### src/rtl/lc_ctrl_pkg.sv
// Life cycle controller shared types: transition token index matrix, lc_tx_t
// multibit boolean and the sparse state encoding of the token-check FSM.
package lc_ctrl_pkg;

    localparam int NumDecLcStates  = 21;
    localparam int DecLcStateWidth = 5;
    localparam int TokenIdxWidth   = 3;
    localparam int NumTokens       = 2 ** TokenIdxWidth;
    localparam int TokenWidth      = 128;

    localparam int RawIdx      = 0;
    localparam int LastTestIdx = 15;
    localparam int DevIdx      = 16;
    localparam int ProdIdx     = 17;
    localparam int ProdEndIdx  = 18;
    localparam int RmaIdx      = 19;
    localparam int ScrapIdx    = 20;

    typedef enum logic [3:0] {
        On  = 4'b0101,
        Off = 4'b1010
    } lc_tx_t;

    typedef enum logic [TokenIdxWidth-1:0] {
        ZeroTokenIdx       = 3'd0,
        RawUnlockTokenIdx  = 3'd1,
        TestUnlockTokenIdx = 3'd2,
        TestExitTokenIdx   = 3'd3,
        RmaTokenIdx        = 3'd4,
        InvalidTokenIdx    = 3'd5
    } token_idx_e;

    typedef logic [NumTokens-1:0][TokenWidth-1:0] lc_token_mux_t;

    // Codewords of a shortened [6,3,3] Hamming code: any single or double
    // bit flip lands on an unused code.
    localparam int TokChkStateWidth = 6;
    typedef enum logic [TokChkStateWidth-1:0] {
        IdleSt   = 6'b001011,
        LookupSt = 6'b010101,
        HashSt   = 6'b011110,
        Check0St = 6'b100110,
        Check1St = 6'b101101,
        DoneSt   = 6'b110011,
        ErrorSt  = 6'b111000
    } tok_chk_state_e;

    typedef logic [NumDecLcStates-1:0][NumDecLcStates-1:0][TokenIdxWidth-1:0] trans_matrix_t;

    // Test states alternate TEST_UNLOCKEDn (odd) / TEST_LOCKEDn (even); the
    // level n of either is (idx-1)/2.
    function automatic token_idx_e trans_token_idx(input int cur, input int tgt);
        token_idx_e idx;
        int         cur_lvl;
        int         tgt_lvl;
        logic       cur_unlocked;
        logic       cur_locked;
        logic       tgt_unlocked;
        logic       tgt_locked;
        logic       tgt_exit;
        cur_unlocked = (cur >= 1) && (cur <= LastTestIdx) && ((cur % 2) == 1);
        cur_locked   = (cur >= 2) && (cur <= LastTestIdx) && ((cur % 2) == 0);
        tgt_unlocked = (tgt >= 1) && (tgt <= LastTestIdx) && ((tgt % 2) == 1);
        tgt_locked   = (tgt >= 2) && (tgt <= LastTestIdx) && ((tgt % 2) == 0);
        tgt_exit     = (tgt == DevIdx) || (tgt == ProdIdx) || (tgt == ProdEndIdx);
        cur_lvl      = (cur - 1) / 2;
        tgt_lvl      = (tgt - 1) / 2;
        idx          = InvalidTokenIdx;
        if (tgt == ScrapIdx) begin
            if (cur != ScrapIdx) idx = ZeroTokenIdx;
        end else if (cur == RawIdx) begin
            if (tgt_unlocked) idx = RawUnlockTokenIdx;
        end else if (cur_unlocked) begin
            if (tgt_locked && tgt_lvl >= cur_lvl)        idx = ZeroTokenIdx;
            else if (tgt_unlocked && tgt_lvl > cur_lvl)  idx = TestUnlockTokenIdx;
            else if (tgt_exit)                           idx = TestExitTokenIdx;
            else if (tgt == RmaIdx)                      idx = RmaTokenIdx;
        end else if (cur_locked) begin
            if (tgt_unlocked && tgt_lvl > cur_lvl)       idx = TestUnlockTokenIdx;
            else if (tgt_exit)                           idx = TestExitTokenIdx;
        end else if ((cur == DevIdx || cur == ProdIdx) && tgt == RmaIdx) begin
            idx = RmaTokenIdx;
        end
        return idx;
    endfunction

    function automatic trans_matrix_t gen_trans_matrix();
        trans_matrix_t m;
        for (int c = 0; c < NumDecLcStates; c++) begin
            for (int t = 0; t < NumDecLcStates; t++) begin
                m[c][t] = trans_token_idx(c, t);
            end
        end
        return m;
    endfunction

    localparam trans_matrix_t TransTokenIdxMatrix = gen_trans_matrix();

endpackage

### src/rtl/lc_ctrl_token_lookup.sv
// Combinational transition lookup: range check, matrix index and selection of
// one hashed-token slice, either by the matrix result or by a held index.
module lc_ctrl_token_lookup
    import lc_ctrl_pkg::*;
#(
    parameter int NumLcStates  = 21,
    parameter int LcTokenWidth = 128
) (
    input  logic [DecLcStateWidth-1:0]        cur_idx,
    input  logic [DecLcStateWidth-1:0]        tgt_idx,
    input  logic                              use_reg_idx,
    input  logic [TokenIdxWidth-1:0]          reg_token_idx,
    input  logic [NumTokens*LcTokenWidth-1:0] token_mux,
    output logic                              trans_invalid,
    output logic [TokenIdxWidth-1:0]          token_idx,
    output logic [LcTokenWidth-1:0]           token
);

    logic [LcTokenWidth-1:0]  slices [NumTokens];
    logic                     in_range;
    logic [TokenIdxWidth-1:0] slice_idx;

    genvar gi;
    generate
        for (gi = 0; gi < NumTokens; gi++) begin : g_slice
            assign slices[gi] = token_mux[gi*LcTokenWidth +: LcTokenWidth];
        end
    endgenerate

    // The matrix is only NumDecLcStates wide, so guard against a larger
    // NumLcStates as well as out-of-range requests.
    assign in_range = (int'(cur_idx) < NumLcStates) && (int'(tgt_idx) < NumLcStates) &&
                      (int'(cur_idx) < NumDecLcStates) && (int'(tgt_idx) < NumDecLcStates);

    always_comb begin
        token_idx = InvalidTokenIdx;
        if (in_range) begin
            token_idx = TransTokenIdxMatrix[cur_idx][tgt_idx];
        end
    end

    assign trans_invalid = (token_idx == InvalidTokenIdx);
    assign slice_idx     = use_reg_idx ? reg_token_idx : token_idx;
    assign token         = slices[slice_idx];

endmodule

### src/rtl/lc_ctrl_token_check.sv
// Transition-token checker: looks up the required token, fetches the hashed
// user token over req/ack and compares it twice before issuing an lc_tx_t verdict.
module lc_ctrl_token_check
    import lc_ctrl_pkg::*;
#(
    parameter int NumLcStates       = 21,
    parameter int LcTokenWidth      = 128,
    parameter int HashTimeoutCycles = 1024
) (
    input  logic                              clk_i,
    input  logic                              rst_i,
    input  logic                              req_i,
    input  logic [4:0]                        cur_state_idx_i,
    input  logic [4:0]                        trans_target_idx_i,
    input  logic [NumTokens*LcTokenWidth-1:0] token_mux_i,
    output logic                              hash_req_o,
    input  logic                              hash_ack_i,
    input  logic [LcTokenWidth-1:0]           hashed_token_i,
    output logic                              busy_o,
    output logic                              done_o,
    output lc_tx_t                            ok_o,
    output logic                              trans_invalid_error_o,
    output logic                              token_error_o,
    output logic                              state_error_o
);

    localparam int CntWidth = $clog2(HashTimeoutCycles);
    localparam logic [CntWidth-1:0] CntMax = CntWidth'(HashTimeoutCycles - 1);

    tok_chk_state_e           state_reg, state_next;
    logic [4:0]               cur_idx_reg, cur_idx_next;
    logic [4:0]               tgt_idx_reg, tgt_idx_next;
    logic [TokenIdxWidth-1:0] token_idx_reg, token_idx_next;
    logic [LcTokenWidth-1:0]  expected_reg, expected_next;
    logic [LcTokenWidth-1:0]  hashed_reg, hashed_next;
    logic [CntWidth-1:0]      cnt_reg, cnt_next;
    lc_tx_t                   ok_reg, ok_next;
    logic                     trans_inv_reg, trans_inv_next;
    logic                     tok_err_reg, tok_err_next;
    logic                     state_err_reg, state_err_next;

    logic                     lookup_invalid;
    logic [TokenIdxWidth-1:0] lookup_idx;
    logic [LcTokenWidth-1:0]  lookup_token;

    // In Check1 the same lookup re-slices the live constants with the held index.
    lc_ctrl_token_lookup #(
        .NumLcStates  (NumLcStates),
        .LcTokenWidth (LcTokenWidth)
    ) u_lookup (
        .cur_idx       (cur_idx_reg),
        .tgt_idx       (tgt_idx_reg),
        .use_reg_idx   (state_reg == Check1St),
        .reg_token_idx (token_idx_reg),
        .token_mux     (token_mux_i),
        .trans_invalid (lookup_invalid),
        .token_idx     (lookup_idx),
        .token         (lookup_token)
    );

    always_ff @(posedge clk_i or posedge rst_i) begin
        if (rst_i) begin
            state_reg     <= IdleSt;
            cur_idx_reg   <= '0;
            tgt_idx_reg   <= '0;
            token_idx_reg <= '0;
            expected_reg  <= '0;
            hashed_reg    <= '0;
            cnt_reg       <= '0;
            ok_reg        <= Off;
            trans_inv_reg <= 1'b0;
            tok_err_reg   <= 1'b0;
            state_err_reg <= 1'b0;
        end else begin
            state_reg     <= state_next;
            cur_idx_reg   <= cur_idx_next;
            tgt_idx_reg   <= tgt_idx_next;
            token_idx_reg <= token_idx_next;
            expected_reg  <= expected_next;
            hashed_reg    <= hashed_next;
            cnt_reg       <= cnt_next;
            ok_reg        <= ok_next;
            trans_inv_reg <= trans_inv_next;
            tok_err_reg   <= tok_err_next;
            state_err_reg <= state_err_next;
        end
    end

    always_comb begin
        state_next     = state_reg;
        cur_idx_next   = cur_idx_reg;
        tgt_idx_next   = tgt_idx_reg;
        token_idx_next = token_idx_reg;
        expected_next  = expected_reg;
        hashed_next    = hashed_reg;
        cnt_next       = cnt_reg;
        ok_next        = ok_reg;
        trans_inv_next = trans_inv_reg;
        tok_err_next   = tok_err_reg;
        state_err_next = state_err_reg;
        hash_req_o     = 1'b0;
        done_o         = 1'b0;
        busy_o         = 1'b1;

        unique case (state_reg)
            IdleSt: begin
                busy_o = 1'b0;
                if (req_i) begin
                    cur_idx_next   = cur_state_idx_i;
                    tgt_idx_next   = trans_target_idx_i;
                    ok_next        = Off;
                    trans_inv_next = 1'b0;
                    tok_err_next   = 1'b0;
                    state_next     = LookupSt;
                end
            end
            LookupSt: begin
                if (lookup_invalid) begin
                    trans_inv_next = 1'b1;
                    state_next     = DoneSt;
                end else begin
                    token_idx_next = lookup_idx;
                    expected_next  = lookup_token;
                    cnt_next       = '0;
                    state_next     = HashSt;
                end
            end
            HashSt: begin
                hash_req_o = 1'b1;
                // An ack arriving on the last allowed cycle still counts.
                if (hash_ack_i) begin
                    hashed_next = hashed_token_i;
                    state_next  = Check0St;
                end else if (cnt_reg == CntMax) begin
                    tok_err_next = 1'b1;
                    state_next   = DoneSt;
                end else begin
                    cnt_next = cnt_reg + 1'b1;
                end
            end
            Check0St: begin
                if (hashed_reg != expected_reg) begin
                    tok_err_next = 1'b1;
                    state_next   = DoneSt;
                end else begin
                    state_next = Check1St;
                end
            end
            Check1St: begin
                if (hashed_reg == lookup_token) begin
                    ok_next = On;
                end else begin
                    tok_err_next = 1'b1;
                end
                state_next = DoneSt;
            end
            DoneSt: begin
                done_o     = 1'b1;
                state_next = IdleSt;
            end
            ErrorSt: begin
                busy_o         = 1'b0;
                ok_next        = Off;
                state_err_next = 1'b1;
            end
            default: begin
                busy_o         = 1'b0;
                ok_next        = Off;
                state_err_next = 1'b1;
                state_next     = ErrorSt;
            end
        endcase
    end

    assign ok_o                  = ok_reg;
    assign trans_invalid_error_o = trans_inv_reg;
    assign token_error_o         = tok_err_reg;
    assign state_error_o         = state_err_reg;

endmodule

### config.mk
export PLATFORM = sky130hd
export DESIGN_NAME = lc_ctrl_token_check
export DESIGN_NICKNAME = d
export VERILOG_FILES = /design/src/rtl/lc_ctrl_pkg.sv /design/src/rtl/lc_ctrl_token_lookup.sv /design/src/rtl/lc_ctrl_token_check.sv
export SDC_FILE = /design/constraint.sdc
export NUM_CORES = 1
export LEC_CHECK = 0
export CAP_MARGIN = 30
export CORE_AREA = 10 10 448 450
export CTS_CLUSTER_DIAMETER = 100
export DETAILED_ROUTE_END_ITERATION = 10
export DIE_AREA = 0 0 458 460
export PLACE_DENSITY = 0.34
export SLEW_MARGIN = 25
export SYNTH_ARGS = -nofsm -noshare
export SYNTH_HDL_FRONTEND = slang
export SYNTH_SLANG_ARGS = --single-unit
export TNS_END_PERCENT = 5
### constraint.sdc
create_clock -name clk_i -period 26.4 [get_ports clk_i]
set_input_delay 2.64 -clock clk_i [delete_from_list [all_inputs] [get_ports clk_i]]
set_output_delay 2.64 -clock clk_i [all_outputs]
set_load 0.01 [all_outputs]
==> results.toml <==
[sta]
setup_viol = 0
fin_worst_skew_ns = 0.0164
worst_slew_pin_slew_ns = 1.03
slew_violations = 0
tns_ns = 0
post-route-min-period_ns = 8.06
max_freq_mhz = 124
grt_setup_unrepaired = "no"
relSlewSlack_pct = 30.6
fin_crit_sh_pct = 30.5
hold_viol_final = 0

[floorplan]
start_util_pct = 13.5
coreArea_mm2 = 0.192
die_w_um = 458
die_area_mm2 = 0.211
die_y_um = 460
io_pins = 1176
num_rows = 161

[clocking]
clockBufferDepth = 3
cts_sinks = 290
clk-insertion-delay-late_ns = 0.63
cts_root_buffer = "clkbuf_16"
path_clk_slew_ns = 0.06
cts-resized-gates = 0
htree_levels = 2
cts_tree = "built"
cts_buffers = 46
cts_setup_buffers = 0
hold_buffers = 0

[synth]
yosysTopAreaCellShare_pct = 27.6
yosys_register_bits = 290
postSynthAreaPerCell_um2 = 8.16
synth_most_common_cell = "nand2_1"
synth.area.top_cells = "dfrtp_1 28%, mux2i_1 9.7%, nand2_1 9.4%"
synth_cell_types = 91
synth_edf_count = 0
postSynthCellCount = 3173
synth.yosys.seq_area_share_pct = 28.0
synth_flop_cell = "dfrtp_1"
synth_fp_nets = 4344
ys_top_cells_by_count = "646 x nand2_1, 286 x dfrtp_1, 251 x mux2i_1, 209 x xnor2_1, 206 x nor2_1"
synth_top_cell_by_area = "dfrtp_1"
async_flop_share_pct = 100
syn_area_mm2 = 0.0259
synth_warnings = 0

[worst_setup_path]
path_class = "reg -> reg"
max_stage_delay_ns = 0.85
crit_path_cell_trace = "ha_1, and2_1, o31a_1, o32ai_1, o41a_2, buf_12, buf_4, nand2_1, a21oi_1, a311o_1, xor2_1, nor3_1, o2111ai_1, or4_1, nor4_2, a31oi_1"
start_kind = "flop"
worstPathMaxFanout = 92
r2r_start = "cur_idx_reg[0]"
crit_required_ns = 26.86
slowest_stage = "nor4_2"
r2r_cells = 16
crit_path_end_kind = "flop"
worstPathArrival_ns = 8.52
rrSetupSlack_ns = 18.34
r2r_end = "token_error_o"

[detailed_routing]
first_pass_iters = 5
vias = 29948
drtAntennaViolNets = 0
routedWlPerCell_um = 35.9
wl_um = 245000
detail_route.vias_per_cell = 4.40
drt_iter0_markers = 2282
drc = 0

[grt]
grt_max_degree = 151
grt_use_total_pct = 22.0
grt_pass1_wl_um = 313000
grt-ovfl-total = 0
grt_pass1_vias = 30701
antenna_found_initial = 195

[placed_design]
io_buffer_count = 1175
place.gp.congestion = 0.836
hpwlAfterDp_um = 208000

[layout]
nFillCells = 21336
layout-drive-gt1-share_pct = 8.76
post-route-util_pct = 21.8
area_growth_syn_to_layout_pct = 61.5
layout.nets = 5390

[power]
power_w = 0.00149
total_leakage_power_nw = 16.7
peakVddDrop_v = 0.0000403
power.density_mw_per_mm2 = 35.6

[status]
status = "finished, final reports clean"

[min_path]
whs_endpoint = "state_error_o"
hp-start = "state_error_o"
holdPathStages = 1
worstHoldPathType = "reg -> reg"

[flow_run]
drv_cap = 0
-- cell usage in the layout, fill, tap and decap left out, drive strengths merged, types with 26 or more instances in the layout --
cell type,synthesis,layout
clkdlybuf4s50,0,1175
nand2,646,646
dfrtp,286,286
mux2i,252,252
xnor2,209,209
nor2,206,206
a21oi,186,186
mux2,153,153
a31oi,122,122
and3,108,108
nand3,105,105
xor2,96,96
buf,173,81
clkbuf,85,68
nand4,51,51
inv,45,46
o21ai,40,40
a311oi,40,40
diode,0,36
a32oi,31,31
nor3,26,26
-- per-layer routing --
metal,GRT usage (%),vias to the layer above,routed length [um]
met5,0,-,558
met4,3.69,82,5570
met1,25.3,14596,96200
met2,41.3,1329,126000
li1,-,13536,-
met3,5.69,405,16100
-- through the flow --
| step | worst slack, ns | std cells | hold WS [ns] | instance area (um^2) |
|---|---|---|---|---|
| after floorplan | 15.76 | 3173 | 0.473 | 25900 |
| after global placement | 18.29 | 6686 | 0.454 | 40200 |
| after detailed placement | 18.31 | 6696 | 0.454 | 40300 |
| after CTS | 18.28 | 6773 | 0.469 | 41700 |
| after global routing | 17.93 | 6783 | 0.488 | 41800 |
| final | 18.34 | 6810 | 0.471 | 41800 |
-- final cells by class --
cell class | count | area, um^2 | area share, %
multi-input combinational | 2580 | 17300 | 41.3
inverter | 45 | 176 | 0.422
clock inverter | 9 | 62.6 | 0.150
clock buffer | 68 | 1360 | 3.24
timing repair buffer | 1256 | 12400 | 29.8
antenna | 36 | 90.1 | 0.215
tap | 2526 | 3160 | 7.56
sequential | 290 | 7260 | 17.4
-- worst max-delay path: cells and delay by family (launching register included) --
kind | cells | cell delay [ns]
adders and majority gates | 1 | 0.35
AOI/OAI and AO/OA | 7 | 2.63
xor gates and xnor gates | 1 | 0.24
buffers and inverters | 2 | 1.22
DFF | 1 | 0.49
and+or+nand+nor | 5 | 2.64
-- logic make-up (layout without fill, tap and decap cells) --
group / after synthesis / in the layout / synth area share (%)
simple gates: 1226 / 1226 / 21.0
compound gates: 621 / 621 / 16.7
mux: 423 / 423 / 18.0
xor+xnor: 305 / 305 / 10.3
buf+inv: 303 / 1378 / 5.68
flops: 290 / 290 / 28.0
fa+ha+maj: 5 / 5 / 0.242
other cells: 0 / 36 / 0
-- worst max-delay path by stage --
stage | start | end | slack (ns) | cells past startpoint
final | cur_idx_reg[0] | token_error_o | 18.34 | 16
after global routing | cur_idx_reg[0] | token_error_o | 17.93 | 17
after CTS | cur_idx_reg[0] | token_error_o | 18.28 | 16
after detailed placement | cur_idx_reg[0] | token_error_o | 18.31 | 16
after global placement | cur_idx_reg[0] | token_error_o | 18.29 | 16
after floorplan | rst_i | cnt_reg[0] | 15.76 | 1
-- power breakdown --
| group | switching (W) | internal [W] | leakage (nW) |
|---|---|---|---|
| clock network | 0.000262 | 0.000352 | 0.685 |
| logic | 0.000198 | 0.000222 | 12.6 |
| registers | 0.00000682 | 0.000448 | 3.39 |
Note: power is estimated with default switching activity, not from simulation.
